## src/rtl/ppu_line_buffer.sv

```systemverilog
// Ping-pong scanline buffer with palette lookup.
// The renderer fills the write bank with 5-bit palette addresses while the
// VGA side reads the other bank through a two-stage read/palette pipeline.
module ppu_line_buffer #(
  parameter int NUM_PIXELS = 256
) (
  input  logic       clk,
  input  logic       reset_n,
  input  logic       wr_valid,
  input  logic [4:0] wr_pixel,
  output logic       wr_ready,
  input  logic       line_swap,
  input  logic       rd_en,
  input  logic [7:0] rd_x,
  output logic [5:0] color_out,
  output logic       color_valid,
  output logic       underrun,
  output logic       overrun,
  input  logic       pal_we,
  input  logic [4:0] pal_addr,
  input  logic [5:0] pal_data
);

  localparam int AW = $clog2(NUM_PIXELS);

  typedef enum logic {
    FILLING = 1'b0,
    FULL    = 1'b1
  } wr_state_t;

  wr_state_t         state_q, state_d;
  logic              wr_bank_q, wr_bank_d;
  logic [AW-1:0]     wr_count_q, wr_count_d;
  logic              underrun_d, overrun_d;
  logic              wr_fire;

  // Both line banks share one array; the bank select is the address MSB.
  logic [4:0]        line_mem [0:2*NUM_PIXELS-1];
  logic [5:0]        pal_mem  [0:31];

  logic [4:0]        pix_p1;
  logic              vld_p1;

  // Transparent pixels (low two bits zero) all resolve to the universal
  // background entry, regardless of the sprite/background bit.
  function automatic logic [4:0] pal_index(input logic [4:0] pix);
    if (pix[1:0] == 2'b00) return 5'h00;
    return pix;
  endfunction

  // Sprite entries 10/14/18/1C alias onto background entries 00/04/08/0C.
  function automatic logic [4:0] pal_mirror(input logic [4:0] addr);
    if (addr[4] && (addr[1:0] == 2'b00)) return {1'b0, addr[3:0]};
    return addr;
  endfunction

  // Write-side next state: fill until the last column, then hold until a swap.
  always_comb begin
    state_d    = state_q;
    wr_bank_d  = wr_bank_q;
    wr_count_d = wr_count_q;
    underrun_d = 1'b0;
    overrun_d  = 1'b0;
    wr_fire    = 1'b0;
    wr_ready   = (state_q == FILLING);
    case (state_q)
      FILLING: begin
        wr_fire = wr_valid;
        if (wr_valid) begin
          wr_count_d = wr_count_q + AW'(1);
          if (wr_count_q == AW'(NUM_PIXELS - 1)) state_d = FULL;
        end
        // A swap on a partial line is refused; the old read line repeats.
        if (line_swap) underrun_d = 1'b1;
      end
      FULL: begin
        overrun_d = wr_valid;
        if (line_swap) begin
          state_d    = FILLING;
          wr_bank_d  = ~wr_bank_q;
          wr_count_d = '0;
        end
      end
      default: state_d = FILLING;
    endcase
  end

  // Write-side control registers and the error pulses.
  always_ff @(posedge clk or negedge reset_n) begin
    if (!reset_n) begin
      state_q    <= FILLING;
      wr_bank_q  <= 1'b0;
      wr_count_q <= '0;
      underrun   <= 1'b0;
      overrun    <= 1'b0;
    end else begin
      state_q    <= state_d;
      wr_bank_q  <= wr_bank_d;
      wr_count_q <= wr_count_d;
      underrun   <= underrun_d;
      overrun    <= overrun_d;
    end
  end

  // Line storage write port; contents survive reset.
  always_ff @(posedge clk) begin
    if (wr_fire) line_mem[{wr_bank_q, wr_count_q}] <= wr_pixel;
  end

  // Palette write port with sprite-to-background aliasing.
  always_ff @(posedge clk) begin
    if (pal_we) pal_mem[pal_mirror(pal_addr)] <= pal_data;
  end

  // ---- stage 1: fetch the palette address from the read bank ----
  // Uses the registered bank select, so a swap only affects later requests.
  always_ff @(posedge clk) begin
    pix_p1 <= line_mem[{~wr_bank_q, rd_x[AW-1:0]}];
  end

  // Stage-1 valid flag.
  always_ff @(posedge clk or negedge reset_n) begin
    if (!reset_n) vld_p1 <= 1'b0;
    else          vld_p1 <= rd_en;
  end

  // ---- stage 2: palette lookup, output holds when no request ----
  always_ff @(posedge clk or negedge reset_n) begin
    if (!reset_n) begin
      color_out   <= 6'h00;
      color_valid <= 1'b0;
    end else begin
      color_valid <= vld_p1;
      if (vld_p1) color_out <= pal_mem[pal_index(pix_p1)];
    end
  end

endmodule

```

## config.mk

```make
export PLATFORM = sky130hd
export DESIGN_NAME = ppu_line_buffer
export DESIGN_NICKNAME = d
export VERILOG_FILES = /design/src/rtl/ppu_line_buffer.sv
export SDC_FILE = /design/constraint.sdc
export NUM_CORES = 2
export LEC_CHECK = 0
export CORE_MARGIN = 5
export CORE_UTILIZATION = 57
export DETAILED_ROUTE_END_ITERATION = 16
export PLACE_DENSITY = 0.76
export SETUP_SLACK_MARGIN = 0.3
export SLEW_MARGIN = 20
export SYNTH_ARGS = -nofsm -noshare
export SYNTH_HDL_FRONTEND = slang
export SYNTH_SLANG_ARGS = --single-unit
```

## constraint.sdc

```tcl
create_clock -name clk -period 2.1 [get_ports clk]
set_input_delay 0.42 -clock clk [delete_from_list [all_inputs] [get_ports clk]]
set_output_delay 0.42 -clock clk [all_outputs]
set_load 0.05 [all_outputs]
```

# After elaboration in Yosys (flattened, before gate mapping)
# Memories as Yosys holds them, arrays and structs flattened. A register that Yosys moved wholly into a read port is not among the register bits.
# Index checks and enable logic that the tools add are counted.
# totals
inputBits	30
ram_bits	2752
regBits	14
memories	2
# classes
n_eq_ne	3
bitwise_logic	2
add_sub_neg	1
n_mux	25
n_reduce_logical	6
# mem_list
memory	depth	width	rd	rd_clocked_by_memory_dff	wr	line	source
line_mem	512	5	1	1	1	38	logic [4:0] line_mem [0:2*NUM_PIXELS-1];
pal_mem	32	6	1	1	1	39	logic [5:0] pal_mem [0:31];
# ops
cell	n
5-bit 2-to-1 mux	6
8-bit 2-to-1 mux	2
8-bit case mux with 2 select lines	1
1-bit 2-to-1 mux	15
8-bit by 1-bit adder with 8-bit output (second input constant)	1
8-bit equality test (second input constant)	1
2-bit logical NOT	2
2-bit != test (second input constant)	2
2-bit AND reduction	2
1-bit NOT	2
1-bit case mux with 2 select lines	1
1-bit logical AND	1
1-bit logical NOT	1

# Logic depth before layout (Yosys ltp)
# depth
word_depth	6
depth_mapped	12
ltp_nobuf	7

# Least setup slack after synthesis
# Ideal clock, no wire load.
# synth_path
path_type	input-to-reg
startpoint	in rd_x[0]
endpoint	reg pix_p1[2], read port of line_mem
setup_slack_ns	-0.162
t_required_ns	1.982
t_arrival_ns	2.145
cell_stages	8
n_path_buf	3
path_cell_list	buf_6 -> buf_12 -> buf_12 -> mux4_1 -> mux4_2 -> o2111ai_2 -> nor3_2 -> o2111a_1
# synth_rtl
item	line	source
start, declared	14	input logic [7:0] rd_x,
end, declared	41	logic [4:0] pix_p1;

# Final worst setup path
# layout_path
startpoint	reg wr_bank_q
endpoint	reg pix_p1[4], read port of line_mem
# layout_via
elab_chain_len	1
# layout_rtl
item	line	source
start, declared	32	logic wr_bank_q, wr_bank_d;
start signal, assigned	98	wr_bank_q <= wr_bank_d;
1-bit NOT	118	pix_p1 <= line_mem[{~wr_bank_q, rd_x[AW-1:0]}];
# Every way passes these cells.
# A chain may end at the register's enable or synchronous reset.

==> results list <==
* Status: finished with violations
* Violations in the final reports: negative setup slack
- Of all nets on the critical path, the largest fanout is 4.
* Clock latency on the worst-skew pair: 0.93 ns
- Derived from the worst setup path, the maximum achievable clock frequency is 0.400 GHz.
* Type of element launching the critical path: flip-flop
* Final setup fails: 1471
* Wire length per cell: 32.1 um
* WS Path Type: reg -> reg
* Remaining design rule violation count: 0
* Total number of cells along the worst setup path: 9
- The number of buffers and inverters on the critical path is 3.
- In this run the mean area of a mapped cell was 19.0 um^2.
* Clock slew at the register clock pins of the worst setup and hold paths: 0.07 ns
- Number of top-level design ports: 40
- In the final layout, the share of cells above drive strength 1 is 0.346.
- For this configuration, the core starts out at a cell density of 0.573.
- Setup repair after global routing could not meet its margin everywhere.
- The setup check on the worst reg-to-reg path leaves a slack of -0.40 ns.
* Number of synthesized flops with an enable pin: 2721
* Required time of the critical path: 2.95 ns
- TritonCTS built the clock tree.
- DR iter-0 viols: 9692
- Main flop type after synthesis: sky130_fd_sc_hd__edfxtp_1
- Die W: 447 um
- End point of the critical path: pix_p1[4]$_DFF_P_
- Dividing total power by cell area gives a power density of 919 mW/mm^2.
- The tree is rooted in a sky130_fd_sc_hd__clkbuf_16.
* Critical path's top delay family: simple AND/OR/NAND/NOR gates
- For this design, the sink count on the clock tree is 2746.
- The final hold violation count was 0.
* Pre-Repair DR Iteration Count: 7
- The clock passes through at most 4 buffers.
- Across every metal layer, demand over resource in global routing totals 0.299.
- Measured along the y axis, the die boundary spans 447 um.
- On the worst path, the slowest cell contributes a delay of 0.49 ns.
- For this design, the slowest cell found on the critical path is sky130_fd_sc_hd__nand4_1.
* Minimum setup slack after placement: -1.17 ns
- The most common cell in the synthesized netlist is sky130_fd_sc_hd__edfxtp_1.
* Yosys top cell by area: sky130_fd_sc_hd__edfxtp_1
- Worst reg2reg path endpoint: pix_p1[4]$_DFF_P_
- Pin count of the biggest net entering global routing: 109
* Library cells used by synthesis: 69
- Via count: 63600
- Of the post-synthesis cell area, the dominant cell type holds 0.749.
- TNS Setup: -111.49 ns
- Tracing the worst setup path back leads to its startpoint at wr_bank_q$_DFFE_PN0P_.
- Headroom to the max-slew limit came out at 0.448.
- The wire-length estimate of the detail-placed layout is 176000 um.
- Final clock skew: 0.0521 ns
- Arrival time at the worst endpoint: 3.35 ns
- Number of cells on the worst reg-to-reg path: 9
- Number of global-route vias before repair: 64300
- STA classifies the critical path endpoint as a flip-flop.
* Final nets: 6888
- In the synthesized netlist, the number of instances is 5753.
- Initial antenna violation count: 7
* Series of cell instances along the critical path: buf_12 > and2_4 > buf_8 > buf_6 > o21ai_0 > a211oi_1 > nand4_1 > nand2_2 > o2111a_1
- Counting flops with an async set or reset pin after synthesis yields a share of 0.00728.
- Maximum level of the CTS H-tree: 5
- Most numerous cell types in the synthesized netlist: 2721 x sky130_fd_sc_hd__edfxtp_1, 599 x sky130_fd_sc_hd__nor2_1, 505 x sky130_fd_sc_hd__mux2i_1
- In this run the remaining antenna-violating nets after routing total 0.
- After layout, the worst setup slack is -0.400 ns.
- The first global-routing pass estimated 436000 um of wire.
* Last weighted congestion value of the routability-driven placer: 0.932
* Number of port buffers: 39
- In this run the core area contains 160 standard-cell rows.
* Cell area after technology mapping: 0.109 mm^2
- Counting the buffers created by CTS gives 281.
* Final Max Slew Viols: 0
- Type of the tightest min-delay check: in -> async
- Summing all placed instances gives a cell area of 0.121 mm^2.
- Counting flops and latches in the post-synthesis netlist gives 2746.
* Max-capacitance violation count: 0
- Part of the cycle the worst path needs: 1.19
* Synth area leaders: sky130_fd_sc_hd__edfxtp_1 75%, sky130_fd_sc_hd__mux4_2 8.2%, sky130_fd_sc_hd__mux2i_1 4.6%, sky130_fd_sc_hd__nor2_1 2.1%, sky130_fd_sc_hd__o221ai_1 1.8%
* Actual transition at the worst max-transition pin: 0.828 ns
* Final Routed Wirelength: 307000 um
- Part of the Yosys area used for sequential elements: 0.755
* Total of warnings raised by yosys: 0
- From synthesis to final layout, the design area changed by 23.4%.
- The total area inside the core boundary comes to 0.190 mm^2.
- Min Clock Period, post-route: 2.50 ns
- Worst R2R Start: wr_bank_q$_DFFE_PN0P_
- Via-to-Cell Ratio: 6.65
- Overall die area: 0.200 mm^2
- Leakage component of the power: 44.7 nW
* Layout Cell Area excl Fill: 0.135 mm^2
- The worst-case IR drop observed on VDD is 0.000937 V.
- Overflow after GRT: 0
## worst reg2reg max path, cell delays in order, from the launching register on
cell	delay (ns)
sky130_fd_sc_hd__dfrtp_2	0.46
sky130_fd_sc_hd__buf_12	0.14
sky130_fd_sc_hd__and2_4	0.17
sky130_fd_sc_hd__buf_8	0.14
sky130_fd_sc_hd__buf_6	0.11
sky130_fd_sc_hd__o21ai_0	0.08
sky130_fd_sc_hd__a211oi_1	0.33
sky130_fd_sc_hd__nand4_1	0.49
sky130_fd_sc_hd__nand2_2	0.27
sky130_fd_sc_hd__o2111a_1	0.22
## through the flow
step           total power [mW]  hold slack, ns   util  cells
2_1_floorplan              67.6           0.124      -   5763
3_3_place_gp               73.2           0.511  0.637   8984
3_5_place_dp               73.4           0.520  0.637   8984
4_1_cts                     122           0.113  0.698   9529
5_1_grt                     127           0.162  0.708   9556
6_report                    124           0.141  0.708   9560
## power by group
| group | leakage (nW) | switching [mW] | internal [mW] |
|---|---|---|---|
| registers | 24.7 | 0.361 | 60.7 |
| clock network | 4.17 | 20.3 | 27.2 |
| logic | 15.8 | 9.43 | 5.74 |
| total | 44.7 | 30.0 | 93.7 |
## area by class of cell
cell class	count	area (um^2)
antenna	4	10.0
timing repair buffer	1186	13200
inverter	13	60.1
clock inverter	123	1030
fill	10400	55600
multi-input combinational	2626	27300
tap	2511	3140
clock buffer	351	7480
sequential	2746	82300
## per-layer routing
metal,routed length [um],track usage,part of all wire,up-vias
met3,37500,0.0750,0.12,1018
met4,17900,0.141,0.058,6
met1,105000,0.395,0.34,32100
met5,134,0,0.00044,-
met2,146000,0.473,0.48,4752
li1,-,-,-,25700
## sequential cells by signal (all words and copies together), names as in the netlist
| signal | count |
|---|---|
| vld_p1 | 1 |
| line_mem | 2560 |
| overrun | 1 |
| color_valid | 1 |
| wr_count_q | 8 |
| underrun | 1 |
| state_q | 1 |
| pix_p1 | 5 |
| wr_bank_q | 1 |
| color_out | 6 |
| pal_mem | 161 |
## cells by family (layout without fill, tap and decap cells)
| group | after synthesis | after routing | share of synthesized area |
|---|---|---|---|
| adders and majority gates | 4 | 4 | 0.000459 |
| muxes | 944 | 944 | 0.137 |
| buffers and inverters | 391 | 1673 | 0.0252 |
| other | 1 | 15 | 0.0000344 |
| DFF | 2746 | 2746 | 0.755 |
| and+or+nand+nor | 962 | 962 | 0.0372 |
| xor gates and xnor gates | 4 | 4 | 0.000321 |
| AOI/OAI and AO/OA | 701 | 701 | 0.0452 |
## cell usage in the layout (no fill, tap or decap), drive strengths merged, types with 20 or more instances in the layout
cell type,n
o21ai,86
mux4,428
o22ai,138
a211oi,26
clkbuf,360
a21oi,135
mux2i,505
nand3,30
edfxtp,2721
nand4,34
nand2,165
a22oi,36
dfrtp,20
o221ai,227
nor3,56
buf,1150
clkinv,97
nor2,599
## worst min path at each step
stage	from	to	slack (ns)	cells after the start
after global placement	color_out[1]$_DFFE_PN0P_	color_out[1]$_DFFE_PN0P_	0.51	2
after floorplan	reset_n	color_out[0]$_DFFE_PN0P_	0.12	0
after detailed placement	color_out[2]$_DFFE_PN0P_	color_out[2]$_DFFE_PN0P_	0.52	2
final	reset_n	state_q$_DFF_PN0_	0.14	2
after CTS	reset_n	state_q$_DFF_PN0_	0.11	2
after global routing	reset_n	state_q$_DFF_PN0_	0.16	2
## timing repair
item | CTS | global route
hold endpoints to repair | 126 | 0
gates resized for setup | 532 | 358
setup buffers | 37 | 18
pin swaps | 105 | 82
cloned | 27 | 9
endpoints found under the setup margin | 2491 | 2583
hold buffers | 7 | 0
(Power assumes the default switching activity.)
